==> src/rtl/ps2_pkg.sv <==
// ps2_pkg: shared error codes, receiver states and scancode prefixes for the PS/2 receiver.
package ps2_pkg;
    localparam logic [1:0] ERR_NONE    = 2'd0;
    localparam logic [1:0] ERR_PARITY  = 2'd1;
    localparam logic [1:0] ERR_STOP    = 2'd2;
    localparam logic [1:0] ERR_TIMEOUT = 2'd3;
    localparam logic [7:0] PREFIX_EXT  = 8'hE0;
    localparam logic [7:0] PREFIX_REL  = 8'hF0;
    typedef enum logic [1:0] {IDLE, SHIFT, CHECK} state_t;
endpackage

==> src/rtl/ps2_rx_fifo.sv <==
// ps2_rx_fifo: small FIFO with a registered head; push and pop together are honoured even when full.
module ps2_rx_fifo #(
    parameter int W  = 10,
    parameter int AW = 2
) (
    input  logic         clk_sys,
    input  logic         n_reset,
    input  logic         push_i,
    input  logic         pop_i,
    input  logic [W-1:0] data_i,
    output logic [W-1:0] data_o,
    output logic         full_o,
    output logic         empty_o
);
    logic [W-1:0] mem_q [2**AW];
    logic [AW-1:0] wr_q, rd_q;
    logic [AW:0] cnt_q;
    logic wr_en, rd_en;
    assign full_o  = cnt_q == (AW+1)'(2**AW);
    assign empty_o = cnt_q == '0;
    assign rd_en   = pop_i && !empty_o;
    // when full, the slot being written is the head that is popped this same cycle
    assign wr_en   = push_i && (!full_o || pop_i);
    assign data_o  = mem_q[rd_q];
    always_ff @(posedge clk_sys or negedge n_reset) begin
        if (!n_reset) begin
            for (int i = 0; i < 2**AW; i++) mem_q[i] <= '0;
            wr_q  <= '0;
            rd_q  <= '0;
            cnt_q <= '0;
        end else begin
            if (wr_en) begin
                mem_q[wr_q] <= data_i;
                wr_q        <= wr_q + AW'(1);
            end
            if (rd_en) rd_q <= rd_q + AW'(1);
            cnt_q <= cnt_q + (AW+1)'(wr_en) - (AW+1)'(rd_en);
        end
    end
endmodule

==> src/rtl/ps2_kbd_rx.sv <==
// ps2_kbd_rx: PS/2 device-to-host receiver: clock filter, 11-bit frame checker, byte FIFO.
// Define PS2_RX_PREFIX_EN to fold E0/F0 prefix bytes into rx_data[9:8].
module ps2_kbd_rx import ps2_pkg::*; #(
    parameter int FILTER_LEN  = 8,
    parameter int TIMEOUT_CYC = 65536,
    parameter int FIFO_AW     = 2
) (
    input  logic       clk_sys,
    input  logic       n_reset,
    input  logic       ps2_clk,
    input  logic       ps2_data,
    output logic [9:0] rx_data,
    output logic       rx_valid,
    input  logic       rx_ready,
    output logic       frame_err,
    output logic [1:0] err_code,
    output logic       overflow,
    output logic       busy
);
    logic [1:0] clk_sync_q, dat_sync_q;
    logic filt_q, filt_prev_q, fall;
    logic [7:0] flt_cnt_q;
    state_t state_q;
    logic [3:0] bitcnt_q;
    logic [9:0] shift_q;
    logic [31:0] to_cnt_q;
    logic frame_err_q, overflow_q;
    logic [1:0] err_code_q;
    logic par_ok, stop_ok, good, is_prefix, push, pop, fifo_full, fifo_empty;
    logic [9:0] push_data;
    assign fall    = filt_prev_q && !filt_q;
    assign par_ok  = ^shift_q[8:0];
    assign stop_ok = shift_q[9];
    assign good    = state_q == CHECK && par_ok && stop_ok;
    assign push    = good && !is_prefix;
    assign pop     = rx_valid && rx_ready;
    always_ff @(posedge clk_sys or negedge n_reset) begin
        if (!n_reset) begin
            clk_sync_q  <= 2'b11;
            dat_sync_q  <= 2'b11;
            filt_q      <= 1'b1;
            filt_prev_q <= 1'b1;
            flt_cnt_q   <= '0;
        end else begin
            clk_sync_q  <= {clk_sync_q[0], ps2_clk};
            dat_sync_q  <= {dat_sync_q[0], ps2_data};
            filt_prev_q <= filt_q;
            if (clk_sync_q[1] == filt_q) flt_cnt_q <= '0;
            else if (flt_cnt_q == 8'(FILTER_LEN - 1)) begin
                filt_q    <= !filt_q;
                flt_cnt_q <= '0;
            end else flt_cnt_q <= flt_cnt_q + 8'd1;
        end
    end
    always_ff @(posedge clk_sys or negedge n_reset) begin
        if (!n_reset) begin
            state_q     <= IDLE;
            bitcnt_q    <= '0;
            shift_q     <= '0;
            to_cnt_q    <= '0;
            frame_err_q <= 1'b0;
            err_code_q  <= ERR_NONE;
            overflow_q  <= 1'b0;
        end else begin
            frame_err_q <= 1'b0;
            if (push && fifo_full && !pop) overflow_q <= 1'b1;
            case (state_q)
                IDLE: if (fall && !dat_sync_q[1]) begin
                    state_q  <= SHIFT;
                    bitcnt_q <= '0;
                    to_cnt_q <= '0;
                end
                SHIFT: if (fall) begin
                    shift_q  <= {dat_sync_q[1], shift_q[9:1]};
                    bitcnt_q <= bitcnt_q + 4'd1;
                    to_cnt_q <= '0;
                    if (bitcnt_q == 4'd9) state_q <= CHECK;
                end else if (to_cnt_q == 32'(TIMEOUT_CYC - 1)) begin
                    state_q     <= IDLE;
                    frame_err_q <= 1'b1;
                    err_code_q  <= ERR_TIMEOUT;
                end else to_cnt_q <= to_cnt_q + 32'd1;
                CHECK: begin
                    state_q <= IDLE;
                    if (!par_ok || !stop_ok) begin
                        frame_err_q <= 1'b1;
                        err_code_q  <= !par_ok ? ERR_PARITY : ERR_STOP;
                    end
                end
                default: state_q <= IDLE;
            endcase
        end
    end
`ifdef PS2_RX_PREFIX_EN
    logic ext_q, rel_q;
    assign is_prefix = shift_q[7:0] == PREFIX_EXT || shift_q[7:0] == PREFIX_REL;
    assign push_data = {ext_q, rel_q, shift_q[7:0]};
    always_ff @(posedge clk_sys or negedge n_reset) begin
        if (!n_reset) {ext_q, rel_q} <= 2'b00;
        else if (frame_err_q) {ext_q, rel_q} <= 2'b00;
        else if (good) begin
            if (shift_q[7:0] == PREFIX_EXT) ext_q <= 1'b1;
            else if (shift_q[7:0] == PREFIX_REL) rel_q <= 1'b1;
            else {ext_q, rel_q} <= 2'b00;
        end
    end
`else
    assign is_prefix = 1'b0;
    assign push_data = {2'b00, shift_q[7:0]};
`endif
    ps2_rx_fifo #(.W(10), .AW(FIFO_AW)) u_fifo (
        .clk_sys (clk_sys),
        .n_reset (n_reset),
        .push_i  (push),
        .pop_i   (pop),
        .data_i  (push_data),
        .data_o  (rx_data),
        .full_o  (fifo_full),
        .empty_o (fifo_empty)
    );
    assign rx_valid  = !fifo_empty;
    assign frame_err = frame_err_q;
    assign err_code  = err_code_q;
    assign overflow  = overflow_q;
    assign busy      = state_q != IDLE;
endmodule

==> config.mk <==
export PLATFORM = sky130hd
export DESIGN_NAME = ps2_kbd_rx
export DESIGN_NICKNAME = d
export VERILOG_FILES = /design/src/rtl/ps2_pkg.sv /design/src/rtl/ps2_rx_fifo.sv /design/src/rtl/ps2_kbd_rx.sv
export SDC_FILE = /design/constraint.sdc
export NUM_CORES = 1
export LEC_CHECK = 0
export BUFFER_PORTS_ARGS = -buffer_cell sky130_fd_sc_hd__buf_2
export CAP_MARGIN = 30
export CORE_ASPECT_RATIO = 1.4
export CORE_UTILIZATION = 35
export CTS_CLUSTER_DIAMETER = 120
export DETAILED_ROUTE_END_ITERATION = 6
export PLACE_DENSITY = 0.48
export SLEW_MARGIN = 20
export SYNTH_ARGS = -nofsm -noshare
export SYNTH_HDL_FRONTEND = slang
export SYNTH_SLANG_ARGS = --single-unit
==> constraint.sdc <==
create_clock -name clk_sys -period 2.7 [get_ports clk_sys]
set_input_delay 0.135 -clock clk_sys [delete_from_list [all_inputs] [get_ports clk_sys]]
set_output_delay 0.135 -clock clk_sys [all_outputs]
set_load 0.05 [all_outputs]
==> flow_summary.json <==
{
  "outcome": "complete, no violations",
  "maxCapViolCount": 0,
  "synth_edf_count": 0,
  "critPathSlowestCell": "mux2_2",
  "slew_headroom": 0.569,
  "crit_buf_inv": 0,
  "first_pass_iters": 4,
  "ant_nets": 0,
  "antenna_found_initial": 0,
  "worst_pin_slew_ns": 0.646,
  "final_cells": 678,
  "grt_max_degree": 47,
  "dieHeight_um": 147,
  "async_reset_ff_frac": 1.00,
  "avgSynthCellArea_um2": 11.6,
  "cp-end-kind": "flop",
  "cts_resized": 0,
  "yosys.area_share.simple": 0.162,
  "skew_ns": 0.00681,
  "yosys_warnings": 0,
  "critical_path.max_stage_delay_ns": 0.48,
  "nets": 504,
  "yosysTopAreaCellShare": 0.470,
  "design.die.area_mm2": 0.0156,
  "dp.cells": 659,
  "worstPathMaxFanout": 8,
  "muxShareOfSynthArea": 0.134,
  "fill_cells": 1438,
  "root_buffer": "clkbuf_16",
  "synth.most_common_cell": "dfrtp_1",
  "gp_congestion": 0.798,
  "synth_compound_area_frac": 0.0914,
  "vias_per_cell": 5.28,
  "fin_util": 0.410,
  "synth-seq-cells": 105,
  "arrival_ns": 2.67,
  "rsz0062_at_grt": "no",
  "grt_pass1_wl_mm": 19.3,
  "insertion_delay_ns": 0.35,
  "io_pins": 21,
  "hold_class": "in -> reg",
  "synthTopCellsByCount": "99 x dfrtp_1, 32 x mux2_1, 25 x nand2_1",
  "grt_pass1_vias": 3779,
  "vdd_drop_max_mv": 0.350,
  "drt-wirelength-per-cell_um": 16.4,
  "drive_above_1_share": 0.176,
  "start_util": 0.362,
  "path_clk_slew_ns": 0.07,
  "power_uw": 3970,
  "setup_violations": 0,
  "drt_iter0_markers": 161,
  "core_mm2": 0.0146,
  "hpwlAfterDp_mm": 7.96,
  "syn_to_final_growth_pct": 13.4,
  "min_period_over_period": 0.902,
  "synth_flop_cell": "dfrtp_1",
  "grtUsageTotal": 0.159,
  "path_delay_family": "XOR/XNOR gates",
  "numCtsBuffers": 9,
  "fp-row-count": 52,
  "ys_seq_area_frac": 0.500,
  "synthAdderAreaFrac": 0.0370,
  "multi_input_area_mm2": 0.00249,
  "synth_top_family_by_area": "simple AND/OR/NAND/NOR gates",
  "start_kind": "flop",
  "cts_tree": "built",
  "critPathKind": "reg -> reg",
  "hold_ws_ns": 0.169,
  "die_x_um": 106,
  "synthTopCellsByArea": "dfrtp_1 47%, mux2_1 6.8%, mux4_2 3.4%, ha_1 3.3%, dfstp_2 3.0%",
  "p_per_area_mw_per_mm2": 663,
  "finalSetupTns_ns": 0,
  "synth_top_area_cell": "dfrtp_1",
  "drc_errors": 0,
  "fin_crit_ns": 2.43,
  "cts_max_path_buffers": 2,
  "syn_inst": 453,
  "seqCellArea_mm2": 0.00264,
  "diodes": 0,
  "h-tree-depth": 3,
  "slew_violations": 0,
  "cts.sinks": 105,
  "syn-cell-area_mm2": 0.00527,
  "power.leakage_uw": 0.00280,
  "via_count": 3582,
  "cp_cell_sequence": "xor2_1, xnor3_1, mux2_2, ha_1, fa_1, xnor2_1",
  "max_freq_mhz": 411,
  "io_buffers": 18,
  "final-hold-violation-count": 0,
  "drt_wl_total_mm": 11.2,
  "globalRoute.totalOverflow": 0,
  "required_ns": 2.93,
  "yosys.cell_types.count": 60,
  "synth_xor_area_frac": 0.0470
}
timing repair:
item / in CTS / in global routing
endpoints found under the hold margin: 30 / 0
hold buffers: 3 / 0
endpoints found under the setup margin: 0 / 0
buffers inserted: 0 / 0
per-layer routing:
metal  global-route usage  up-vias  share of wire  routed length (um)
met1                0.198     1800           0.43                4820
li1                     -     1727              -                   -
met3               0.0217       17          0.021                 233
met4               0.0799        0          0.024                 264
met5                    0        -              0                   0
met2                0.269       38           0.52                5830
worst min-delay path, stage by stage:
cell	delay, ns
buf_2	0.09
and2_1	0.18
xor2_1	0.08
metrics by stage:
stage               instance area (um2)  setup WS, ns
finish                             5980         0.265
floorplan                          5280         0.348
detailed placement                 5630         0.260
global placement                   5630         0.292
CTS                                5980         0.246
global route                       5980        0.0740
kinds of logic (layout without fill, tap and decap cells):
| kind of cell | Yosys count | after routing |
|---|---|---|
| AND/OR/NAND/NOR | 146 | 146 |
| buffers and inverters | 32 | 67 |
| flip-flops | 105 | 105 |
| AO/OA/AOI/OAI | 74 | 74 |
| adder cells (fa/ha/maj) | 15 | 15 |
| multiplexers | 55 | 55 |
| other | 1 | 2 |
| XOR/XNOR | 25 | 25 |
path summary, 6_finish.rpt:
kind,endpoint,depth (start not counted),slack (ns),from
max in group asynchronous,filt_prev_q,3,1.65,n_reset
max,u_fifo.cnt_q[2],6,0.27,shift_q[6]
min in group asynchronous,flt_cnt_q[3],2,0.29,n_reset
min reg2reg,clk_sync_q[1],0,0.36,clk_sync_q[0]
max reg2reg,u_fifo.cnt_q[2],6,0.27,shift_q[6]
min,u_fifo.rd_q[0],3,0.17,rx_ready
power breakdown:
part | internal (uW) | switching, uW
clock network | 815 | 597
registers | 1670 | 84.4
logic | 275 | 527
cell usage in the layout (no fill, tap or decap), types with 3 or more instances in the layout:
| cell | instances |
|---|---|
| nor4_1 | 7 |
| clkbuf_16 | 9 |
| mux2_2 | 12 |
| clkinv_2 | 3 |
| o22ai_1 | 3 |
| nand2_4 | 4 |
| inv_1 | 16 |
| dfrtp_1 | 99 |
| xor2_1 | 15 |
| o41ai_1 | 3 |
| dlygate4sd3_1 | 3 |
| dfstp_2 | 6 |
| a31oi_1 | 6 |
| ha_1 | 14 |
| or4_1 | 7 |
| mux2i_1 | 3 |
| nand3_1 | 17 |
| mux4_2 | 8 |
| or3_1 | 8 |
| nor3_1 | 9 |
| nand4_1 | 14 |
| buf_4 | 14 |
| xnor2_1 | 8 |
| mux2_1 | 32 |
| nand2_1 | 25 |
| and3_1 | 5 |
| o21ai_0 | 11 |
| buf_2 | 17 |
| and2_1 | 7 |
| o21ai_1 | 6 |
| o31ai_1 | 9 |
| nand2b_1 | 4 |
| a21oi_1 | 22 |
| nor2_1 | 23 |
final cells by class:
cell class	instances	area share
repair buffers	35	0.0402
well taps	189	0.0395
clock inverters	7	0.0155
clock buffers	9	0.0377
inverters	16	0.0100
multi-input cells	317	0.416
flip-flops and latches	105	0.441
flip-flops by register name (all words and copies together), names as in the netlist:
name          cells
state_q           2
u_fifo.wr_q       2
err_code          2
u_fifo.cnt_q      3
frame_err         1
overflow          1
filt_prev_q       1
u_fifo.mem_q     32
shift_q          10
filt_q            1
clk_sync_q        2
bitcnt_q          4
flt_cnt_q         8
dat_sync_q        2
to_cnt_q         32
u_fifo.rd_q       2
Note: power is estimated with default switching activity, not from simulation.
